**src/rtl/regblock_pkg.sv**
```systemverilog
// regblock_pkg: shared return-address op encodings and register source selects.
package regblock_pkg;
    typedef enum logic [1:0] {
        RA_NOP  = 2'b00,
        RA_LOAD = 2'b01,
        RA_PUSH = 2'b10,
        RA_POP  = 2'b11
    } ra_op_e;
    localparam logic [1:0] MARY_SRC_MEMVAL    = 2'b00;
    localparam logic [1:0] MARY_SRC_ALU       = 2'b01;
    localparam logic [1:0] MARY_SRC_SHELLEY   = 2'b10;
    localparam logic [1:0] MARY_SRC_IMM       = 2'b11;
    localparam logic [1:0] SHELLEY_SRC_MEMVAL = 2'b00;
    localparam logic [1:0] SHELLEY_SRC_IMM    = 2'b01;
    localparam logic [1:0] SHELLEY_SRC_MARY   = 2'b10;
    localparam logic [1:0] SHELLEY_SRC_ALU    = 2'b11;
endpackage

```
**src/rtl/ra_stack.sv**
```systemverilog
// ra_stack: circular return-address stack with top pointer, count and sticky
// overflow/underflow flags.
module ra_stack
    import regblock_pkg::*;
#(
    parameter int WIDTH = 16,
    parameter int DEPTH = 8
) (
    input  logic                       clock,
    input  logic                       reset,
    input  logic [1:0]                 op,
    input  logic [WIDTH-1:0]           push_data,
    input  logic [WIDTH-1:0]           load_data,
    input  logic                       clear_flags,
    output logic [WIDTH-1:0]           top,
    output logic [$clog2(DEPTH+1)-1:0] count,
    output logic                       empty,
    output logic                       full,
    output logic                       overflow,
    output logic                       underflow
);
    localparam int PW = $clog2(DEPTH);
    localparam int CW = $clog2(DEPTH+1);
    logic [WIDTH-1:0] mem_q [DEPTH];
    logic [PW-1:0]    top_q, top_d, ptr_inc, ptr_dec, wr_idx;
    logic [CW-1:0]    count_q, count_d;
    logic             ovf_q, ovf_d, unf_q, unf_d;
    logic             push, load, pop, grow, wr_en;
    logic [WIDTH-1:0] wr_data;
    assign empty     = count_q == '0;
    assign full      = count_q == CW'(DEPTH);
    assign top       = empty ? '0 : mem_q[top_q];
    assign count     = count_q;
    assign overflow  = ovf_q;
    assign underflow = unf_q;
    // A load into an empty stack grows it exactly like a push of the load data.
    always_comb begin
        push    = op == RA_PUSH;
        load    = op == RA_LOAD;
        pop     = op == RA_POP;
        ptr_inc = (top_q == PW'(DEPTH-1)) ? '0 : top_q + PW'(1);
        ptr_dec = (top_q == '0) ? PW'(DEPTH-1) : top_q - PW'(1);
        grow    = push || (load && empty);
        wr_en   = grow || load;
        wr_idx  = grow ? ptr_inc : top_q;
        wr_data = push ? push_data : load_data;
        top_d   = grow ? ptr_inc : (pop && !empty) ? ptr_dec : top_q;
        count_d = (grow && !full) ? count_q + CW'(1) : (pop && !empty) ? count_q - CW'(1) : count_q;
        ovf_d   = (push && full) || (ovf_q && !clear_flags);
        unf_d   = (pop && empty) || (unf_q && !clear_flags);
    end
    always_ff @(posedge clock or posedge reset) begin
        if (reset) begin
            mem_q   <= '{default: '0};
            top_q   <= '0;
            count_q <= '0;
            ovf_q   <= 1'b0;
            unf_q   <= 1'b0;
        end else begin
            if (wr_en) mem_q[wr_idx] <= wr_data;
            top_q   <= top_d;
            count_q <= count_d;
            ovf_q   <= ovf_d;
            unf_q   <= unf_d;
        end
    end
endmodule

```
**src/rtl/reg_block_stack.sv**
```systemverilog
// reg_block_stack: mary/shelley/comp working registers with source muxes and a
// hardware return-address stack fed by pc+PC_INC.
module reg_block_stack
    import regblock_pkg::*;
#(
    parameter int WIDTH    = 16,
    parameter int RA_DEPTH = 8,
    parameter int PC_INC   = 2
) (
    input  logic                          clock,
    input  logic                          reset,
    input  logic [WIDTH-1:0]              memval,
    input  logic [WIDTH-1:0]              aluout,
    input  logic [WIDTH-1:0]              immediate,
    input  logic [WIDTH-1:0]              pc,
    input  logic                          mary_write,
    input  logic                          shelley_write,
    input  logic                          comp_write,
    input  logic [1:0]                    mary_src,
    input  logic [1:0]                    shelley_src,
    input  logic [1:0]                    ra_op,
    input  logic                          clear_flags,
    output logic [WIDTH-1:0]              mary_out,
    output logic [WIDTH-1:0]              shelley_out,
    output logic [WIDTH-1:0]              comp_out,
    output logic [WIDTH-1:0]              ra_out,
    output logic [$clog2(RA_DEPTH+1)-1:0] ra_count,
    output logic                          ra_empty,
    output logic                          ra_full,
    output logic                          ra_overflow,
    output logic                          ra_underflow
);
    logic [WIDTH-1:0] mary_q, mary_d, shelley_q, shelley_d, comp_q, comp_d;
    logic [WIDTH-1:0] ret_addr;
    assign ret_addr    = pc + WIDTH'(PC_INC);
    assign mary_out    = mary_q;
    assign shelley_out = shelley_q;
    assign comp_out    = comp_q;
    // Both muxes read the pre-edge register values, so src 10/10 swaps.
    always_comb begin
        mary_d    = !mary_write ? mary_q :
                    mary_src == MARY_SRC_MEMVAL  ? memval :
                    mary_src == MARY_SRC_ALU     ? aluout :
                    mary_src == MARY_SRC_SHELLEY ? shelley_q : immediate;
        shelley_d = !shelley_write ? shelley_q :
                    shelley_src == SHELLEY_SRC_MEMVAL ? memval :
                    shelley_src == SHELLEY_SRC_IMM    ? immediate :
                    shelley_src == SHELLEY_SRC_MARY   ? mary_q : aluout;
        comp_d    = comp_write ? aluout : comp_q;
    end
    always_ff @(posedge clock or posedge reset) begin
        if (reset) begin
            mary_q    <= '0;
            shelley_q <= '0;
            comp_q    <= '0;
        end else begin
            mary_q    <= mary_d;
            shelley_q <= shelley_d;
            comp_q    <= comp_d;
        end
    end
    ra_stack #(.WIDTH(WIDTH), .DEPTH(RA_DEPTH)) u_ra_stack (
        .clock       (clock),
        .reset       (reset),
        .op          (ra_op),
        .push_data   (ret_addr),
        .load_data   (memval),
        .clear_flags (clear_flags),
        .top         (ra_out),
        .count       (ra_count),
        .empty       (ra_empty),
        .full        (ra_full),
        .overflow    (ra_overflow),
        .underflow   (ra_underflow)
    );
endmodule

```
**config.mk**
```make
export PLATFORM = sky130hd
export DESIGN_NAME = reg_block_stack
export DESIGN_NICKNAME = d
export VERILOG_FILES = /design/src/rtl/regblock_pkg.sv /design/src/rtl/ra_stack.sv /design/src/rtl/reg_block_stack.sv
export SDC_FILE = /design/constraint.sdc
export NUM_CORES = 1
export LEC_CHECK = 0
export CORE_ASPECT_RATIO = 0.8
export CORE_MARGIN = 3
export CORE_UTILIZATION = 50
export DETAILED_ROUTE_END_ITERATION = 8
export MAX_ROUTING_LAYER = met4
export PLACE_DENSITY = 0.84
export SLEW_MARGIN = 20
export SYNTH_ARGS = -nofsm -noshare
export SYNTH_HDL_FRONTEND = slang
export SYNTH_SLANG_ARGS = --single-unit
```
**constraint.sdc**
```tcl
create_clock -name clock -period 8.1 [get_ports clock]
set_input_delay 1.62 -clock clock [delete_from_list [all_inputs] [get_ports clock]]
set_output_delay 1.62 -clock clock [all_outputs]
set_load 0.01 [all_outputs]
```
==> results.sh, run 1 <==
export IMPL_hold_class="reg -> reg"
export IMPL_syn_avg_cell_area_um2=14.7
export IMPL_report_power_total_uw=4150
export IMPL_cap_violations=0
export IMPL_grt_overflow_total=0
export IMPL_slew_viol_final=0
export IMPL_ios=148
export IMPL_synth_edf_count=0
export IMPL_groute_usage_overall_pct=24.3
export IMPL_ys_warn_count=0
export IMPL_critical_path_arrival_ns=2.78
export IMPL_reg2reg_depth=6
export IMPL_gp_congestion=0.834
export IMPL_endpoint_kind="output port"
export IMPL_drt_iter0_drc=397
export IMPL_max_freq_mhz=227
export IMPL_via_per_inst=6.08
export IMPL_final_antenna_net_count=0
export IMPL_setup_violations=0
export IMPL_dieWidth_um=162
export IMPL_synth_cell_types=52
export IMPL_grt_start_max_net_pins=109
export IMPL_nets=870
export IMPL_hpwl_um=16600
export IMPL_slew_headroom_pct=34.8
export IMPL_antenna_found_initial=0
export IMPL_rsz0062_at_grt="false"
export IMPL_cts_hold_buffers=0
export IMPL_most_common_layout_cells="dfrtp_1 (183), mux2_2 (157), clkdlybuf4s50_1 (145)"
export IMPL_vdd_drop_max_mv=0.226
export IMPL_worst_setup_path_start_kind="flop"
export IMPL_ctsLongestPathBuffers=2
export IMPL_clock_skew_ns=0.0146
export IMPL_cts_tree="built"
export IMPL_syn_num_nets=744
export IMPL_clock_root_buffer="clkbuf_16"
export IMPL_area_growth_pct=21.6
export IMPL_diodes=0
export IMPL_syn_area_um2=9670
export IMPL_core_um2=18600
export IMPL_ctsResizeCount=0
export IMPL_tightest_slew_ns=0.977
export IMPL_hp_start="u_ra_stack.mem_q[99]$_DFFE_PP0P_"
export IMPL_drc=0
export IMPL_numCtsBuffers=17
export IMPL_start_util_pct=52.1
export IMPL_wire_per_inst_um=23.0
export IMPL_synth_ff_type="dfrtp_1"
export IMPL_grt_pass1_vias=7000
export IMPL_synth_async_reset_ratio_pct=100
export IMPL_r2r_start="u_ra_stack.top_q[1]$_DFFE_PP0P_"
export IMPL_min_period_over_period_pct=54.3
export IMPL_io_buffers=147
export IMPL_synthesis_instances=660
export IMPL_post_cts_repair_setup_buffers=0
export IMPL_layout_drive_gt1_share_pct=36.0
export IMPL_status="completed"
export IMPL_worstSkewPairLatency_ns=0.44
export IMPL_critPathRequiredTime_ns=6.48
export IMPL_period_needed_ns=4.40
export IMPL_grt_pass1_wl_um=38300
export IMPL_finalHoldViolCount=0
export IMPL_clk_pin_slew_ns=0.07
export IMPL_die_h_um=130
export IMPL_wl_um=24100
export IMPL_yosysSeqAreaShare_pct=47.9
export IMPL_fin_tns_setup_ns=0
export IMPL_p_leak_uw=0.00489
export IMPL_p_per_area_nw_per_um2=353
export IMPL_vias=6391
export IMPL_path_max_fanout=41
export IMPL_layout_commonest_cell="dfrtp_1"
export IMPL_crit_start="u_ra_stack.top_q[0]$_DFFE_PP0P_"
export IMPL_rows=44
export IMPL_crit_type="reg -> out"
export IMPL_clock_sinks=185
export IMPL_hold_path_depth=1
export IMPL_synth_seq_cells=185
export IMPL_cts_htree_levels=4
export IMPL_die_area_um2=21100
export IMPL_drtPass1Iterations=4
[power by group]
group,total (uW),switching [uW],internal [uW]
logic,1800,757,1040
clock network,793,370,423
registers,1560,260,1300
total,4150,1390,2760
[path summary, 6_finish.rpt]
check / slack (ns) / endpoint
max: 3.70 / ra_out[8]
min: 0.49 / u_ra_stack.mem_q[99]$_DFFE_PP0P_
max reg2reg: 4.44 / u_ra_stack.mem_q[52]$_DFFE_PP0P_
min reg2reg: 0.49 / u_ra_stack.mem_q[99]$_DFFE_PP0P_
max in group asynchronous: 4.68 / u_ra_stack.top_q[0]$_DFFE_PP0P_
min in group asynchronous: 1.77 / comp_out[0]$_DFFE_PP0P_
[through the flow]
| step | instance area [um^2] | utilization [%] | cells | hold WS (ns) | setup slack [ns] |
|---|---|---|---|---|---|
| final | 11800 | 63.4 | 1051 | 0.495 | 3.70 |
| after detailed placement | 11200 | 60.5 | 1020 | 0.486 | 3.40 |
| after global placement | 11200 | 60.5 | 1020 | 0.468 | 3.56 |
| after CTS | 11800 | 63.5 | 1051 | 0.500 | 3.63 |
| after global routing | 11800 | 63.4 | 1051 | 0.514 | 3.51 |
| after floorplan | 9670 | - | 660 | 0.459 | 1.45 |
[layer usage]
layer  vias to the layer above  share of wire, %  track usage [%]
met5                         -                 0                -
met1                      3407                43             32.4
met2                       238                50             38.9
met3                        22               6.0             5.17
li1                       2724                 -                -
met4                         0              0.93             5.77
[sequential cells by signal, summed over array words and instances (netlist names)]
name,count
u_ra_stack.mem_q,128
shelley_out,16
mary_out,16
u_ra_stack.count,4
u_ra_stack.overflow,1
u_ra_stack.top_q,3
comp_out,16
u_ra_stack.underflow,1
[layout make-up]
cell class | instances | area, um^2
clock buffers | 17 | 425
clock inverters | 14 | 125
fillers | 1361 | 6790
inverters | 8 | 40.0
multi-input cells | 423 | 4730
flip-flops and latches | 185 | 4630
well taps | 253 | 317
repair buffers | 151 | 1490
[worst max-delay path, stage by stage, from the launching register on]
cell,delay [ns]
dfrtp_2,0.34
buf_4,0.60
mux4_2,0.59
mux2i_1,0.17
nor2_1,0.07
clkdlybuf4s50_1,0.54
[kinds of logic after synthesis]
group	count (synthesis)	share of synthesized area, %
simple gates	100	5.12
buf+inv	52	3.22
mux	260	37.9
xor+xnor	14	1.27
fa+ha+maj	8	1.11
compound gates	41	3.56
flops	185	47.9
[cells in the mapped netlist (2+ instances only)]
cell type,instances,area share (%)
nand4_1,4,0.26
o21ai_1,12,0.62
and4_1,2,0.18
mux2_1,10,1.2
nor3_1,4,0.21
a22oi_4,2,0.44
nor2b_1,3,0.19
o21ai_2,2,0.18
nor2_1,28,1.1
buf_6,10,1.2
and3_1,2,0.13
clkbuf_1,18,0.70
buf_4,4,0.31
mux4_2,64,15
mux2_2,157,18
xnor2_1,6,0.54
nand2b_1,3,0.19
o41ai_1,2,0.18
mux2i_1,19,2.0
xor2_1,8,0.72
nand3_1,11,0.57
buf_2,4,0.21
a21oi_1,6,0.31
o21ai_0,3,0.16
buf_1,7,0.27
ha_1,7,0.91
inv_1,7,0.27
o211ai_1,3,0.23
or4_1,2,0.16
and3_4,2,0.23
dfrtp_1,185,48
nand2_1,32,1.2
a21oi_4,2,0.34
mux2_4,10,1.6
a21o_1,2,0.16
(Power assumes the default switching activity.)
==> inputs of run 2 (changes only) <==
==> constraint.sdc (replaced) <==
create_clock -name clock -period 4.3 [get_ports clock]
set_input_delay 0.86 -clock clock [delete_from_list [all_inputs] [get_ports clock]]
set_output_delay 0.86 -clock clock [all_outputs]
set_load 0.01 [all_outputs]
==> run 2 against run 1 <==
Compared with the run above:
- utilization is 1.2 points higher
- design area increased by 1.8%
- setup slack lost 3.2 ns
- cell count up 1.3%
- global-route usage is 0.20 points higher
- critical path depth stayed put
- count of clock-buffer cells in the layout up 5
- register-to-register slack worse by 3.5 ns
- critical path type unchanged
- critical endpoint is now ra_out[9]
==> results.sh, run 2 (synthesized netlist as in run 1, its figures left out) <==
export IMPL_via_per_inst=6.04
export IMPL_core_um2=18600
export IMPL_die_h_um=130
export IMPL_nets=882
export IMPL_path_max_fanout=27
export IMPL_clock_root_buffer="clkbuf_16"
export IMPL_ctsLongestPathBuffers=2
export IMPL_grt_pass1_vias=6999
export IMPL_critical_path_arrival_ns=2.89
export IMPL_dieWidth_um=162
export IMPL_cts_hold_buffers=0
export IMPL_fin_tns_setup_ns=0
export IMPL_min_period_over_period_pct=87.2
export IMPL_ctsResizeCount=0
export IMPL_status="completed"
export IMPL_wl_um=24400
export IMPL_antenna_found_initial=1
export IMPL_vdd_drop_max_mv=0.295
export IMPL_vias=6435
export IMPL_area_growth_pct=23.8
export IMPL_ios=148
export IMPL_cts_tree="built"
export IMPL_slew_viol_final=0
export IMPL_grt_start_max_net_pins=83
export IMPL_worst_setup_path_start_kind="flop"
export IMPL_final_antenna_net_count=0
export IMPL_p_per_area_nw_per_um2=671
export IMPL_layout_commonest_cell="dfrtp_1"
export IMPL_pre_cts_slack_ns=0.864
export IMPL_post_cts_repair_setup_buffers=0
export IMPL_timing_final_ws_setup_ns=0.550
export IMPL_rsz0062_at_grt="false"
export IMPL_tightest_slew_ns=1.03
export IMPL_hold_class="reg -> reg"
export IMPL_start_util_pct=52.1
export IMPL_worstSkewPairLatency_ns=0.43
export IMPL_grt_pass1_wl_um=38600
export IMPL_critPathRequiredTime_ns=3.44
export IMPL_drc=0
export IMPL_rows=44
export IMPL_io_buffers=147
export IMPL_numCtsBuffers=17
export IMPL_largest_reg_flops=128
export IMPL_clock_skew_ns=0.0117
export IMPL_cts_htree_levels=4
export IMPL_layout_drive_gt1_share_pct=36.5
export IMPL_max_freq_mhz=267
export IMPL_setup_violations=0
export IMPL_slew_headroom_pct=31.5
export IMPL_nFillCells=1340
export IMPL_fin_util_pct=64.6
export IMPL_gp_congestion=0.898
export IMPL_grt_overflow_total=0
export IMPL_finalHoldViolCount=0
export IMPL_regMostFlops="u_ra_stack.mem_q"
export IMPL_die_area_um2=21100
export IMPL_crit_type="reg -> out"
export IMPL_endpoint_kind="output port"
export IMPL_clock_sinks=185
export IMPL_hpwl_um=17100
export IMPL_cap_violations=0
export IMPL_period_needed_ns=3.75
export IMPL_drt_iter0_drc=568
export IMPL_p_leak_uw=0.00500
export IMPL_multiInputGateArea_um2=4730
export IMPL_regArea_um2=4630
export IMPL_most_common_layout_cells="dfrtp_1 (183), mux2_2 (157), clkdlybuf4s50_1 (147)"
export IMPL_wire_per_inst_um=22.9
export IMPL_clk_pin_slew_ns=0.07
export IMPL_groute_usage_overall_pct=24.5
export IMPL_drtPass1Iterations=7
-- run 2: worst paths after layout --
kind                            depth (start not counted)                           endpoint  slack, ns                              start
worst max-delay path                                    5                          ra_out[9]       0.55    u_ra_stack.top_q[0]$_DFFE_PP0P_
worst min-delay path                                    1  u_ra_stack.mem_q[100]$_DFFE_PP0P_       0.50  u_ra_stack.mem_q[100]$_DFFE_PP0P_
worst max register to register                          6  u_ra_stack.mem_q[103]$_DFFE_PP0P_       0.99    u_ra_stack.top_q[0]$_DFFE_PP0P_
worst min register to register                          1  u_ra_stack.mem_q[100]$_DFFE_PP0P_       0.50  u_ra_stack.mem_q[100]$_DFFE_PP0P_
max in group asynchronous                               3    u_ra_stack.top_q[1]$_DFFE_PP0P_       2.37                              reset
min in group asynchronous                               2            comp_out[2]$_DFFE_PP0P_       0.99                              reset
-- run 2: area by class of cell --
class | count | area share (%)
Multi-Input combinational cell | 423 | 39.5
Sequential cell | 185 | 38.7
Timing Repair Buffer | 163 | 13.5
Clock buffer | 22 | 3.96
Tap cell | 253 | 2.64
Clock inverter | 10 | 1.37
Inverter | 8 | 0.324
Antenna cell | 1 | 0.0209
-- run 2: worst max-delay path, cell delays in order, from the launching register on --
cell and delay (ns):
dfrtp_2 0.92, buf_12 0.27, mux4_2 0.52, mux2i_1 0.19, nor2_1 0.06, clkdlybuf4s50_1 0.48
-- run 2: metrics by stage --
step,power (uW),instance area (um^2),std cells,hold WS [ns]
global route,8490,12000,1065,0.509
CTS,8090,12000,1064,0.503
floorplan,5150,9680,660,0.459
finish,8040,12000,1065,0.500
detailed placement,6370,11300,1032,0.485
global placement,6170,11300,1032,0.469
-- run 2: power by group --
part           internal [uW]  switching, uW  total [uW]
Combinational           1990           1360        3350
Clock                   1020            666        1690
Sequential              2440            558        3000
Total                   5460           2580        8040
-- run 2: metal layers --
layer  share of wire, %  vias up  GRT usage [%]
li1                   -     2756              -
met3                6.7       34           5.61
met4                1.7        0           7.18
met5                  0        -              -
met2                 49      264           39.1
met1                 42     3381           31.8
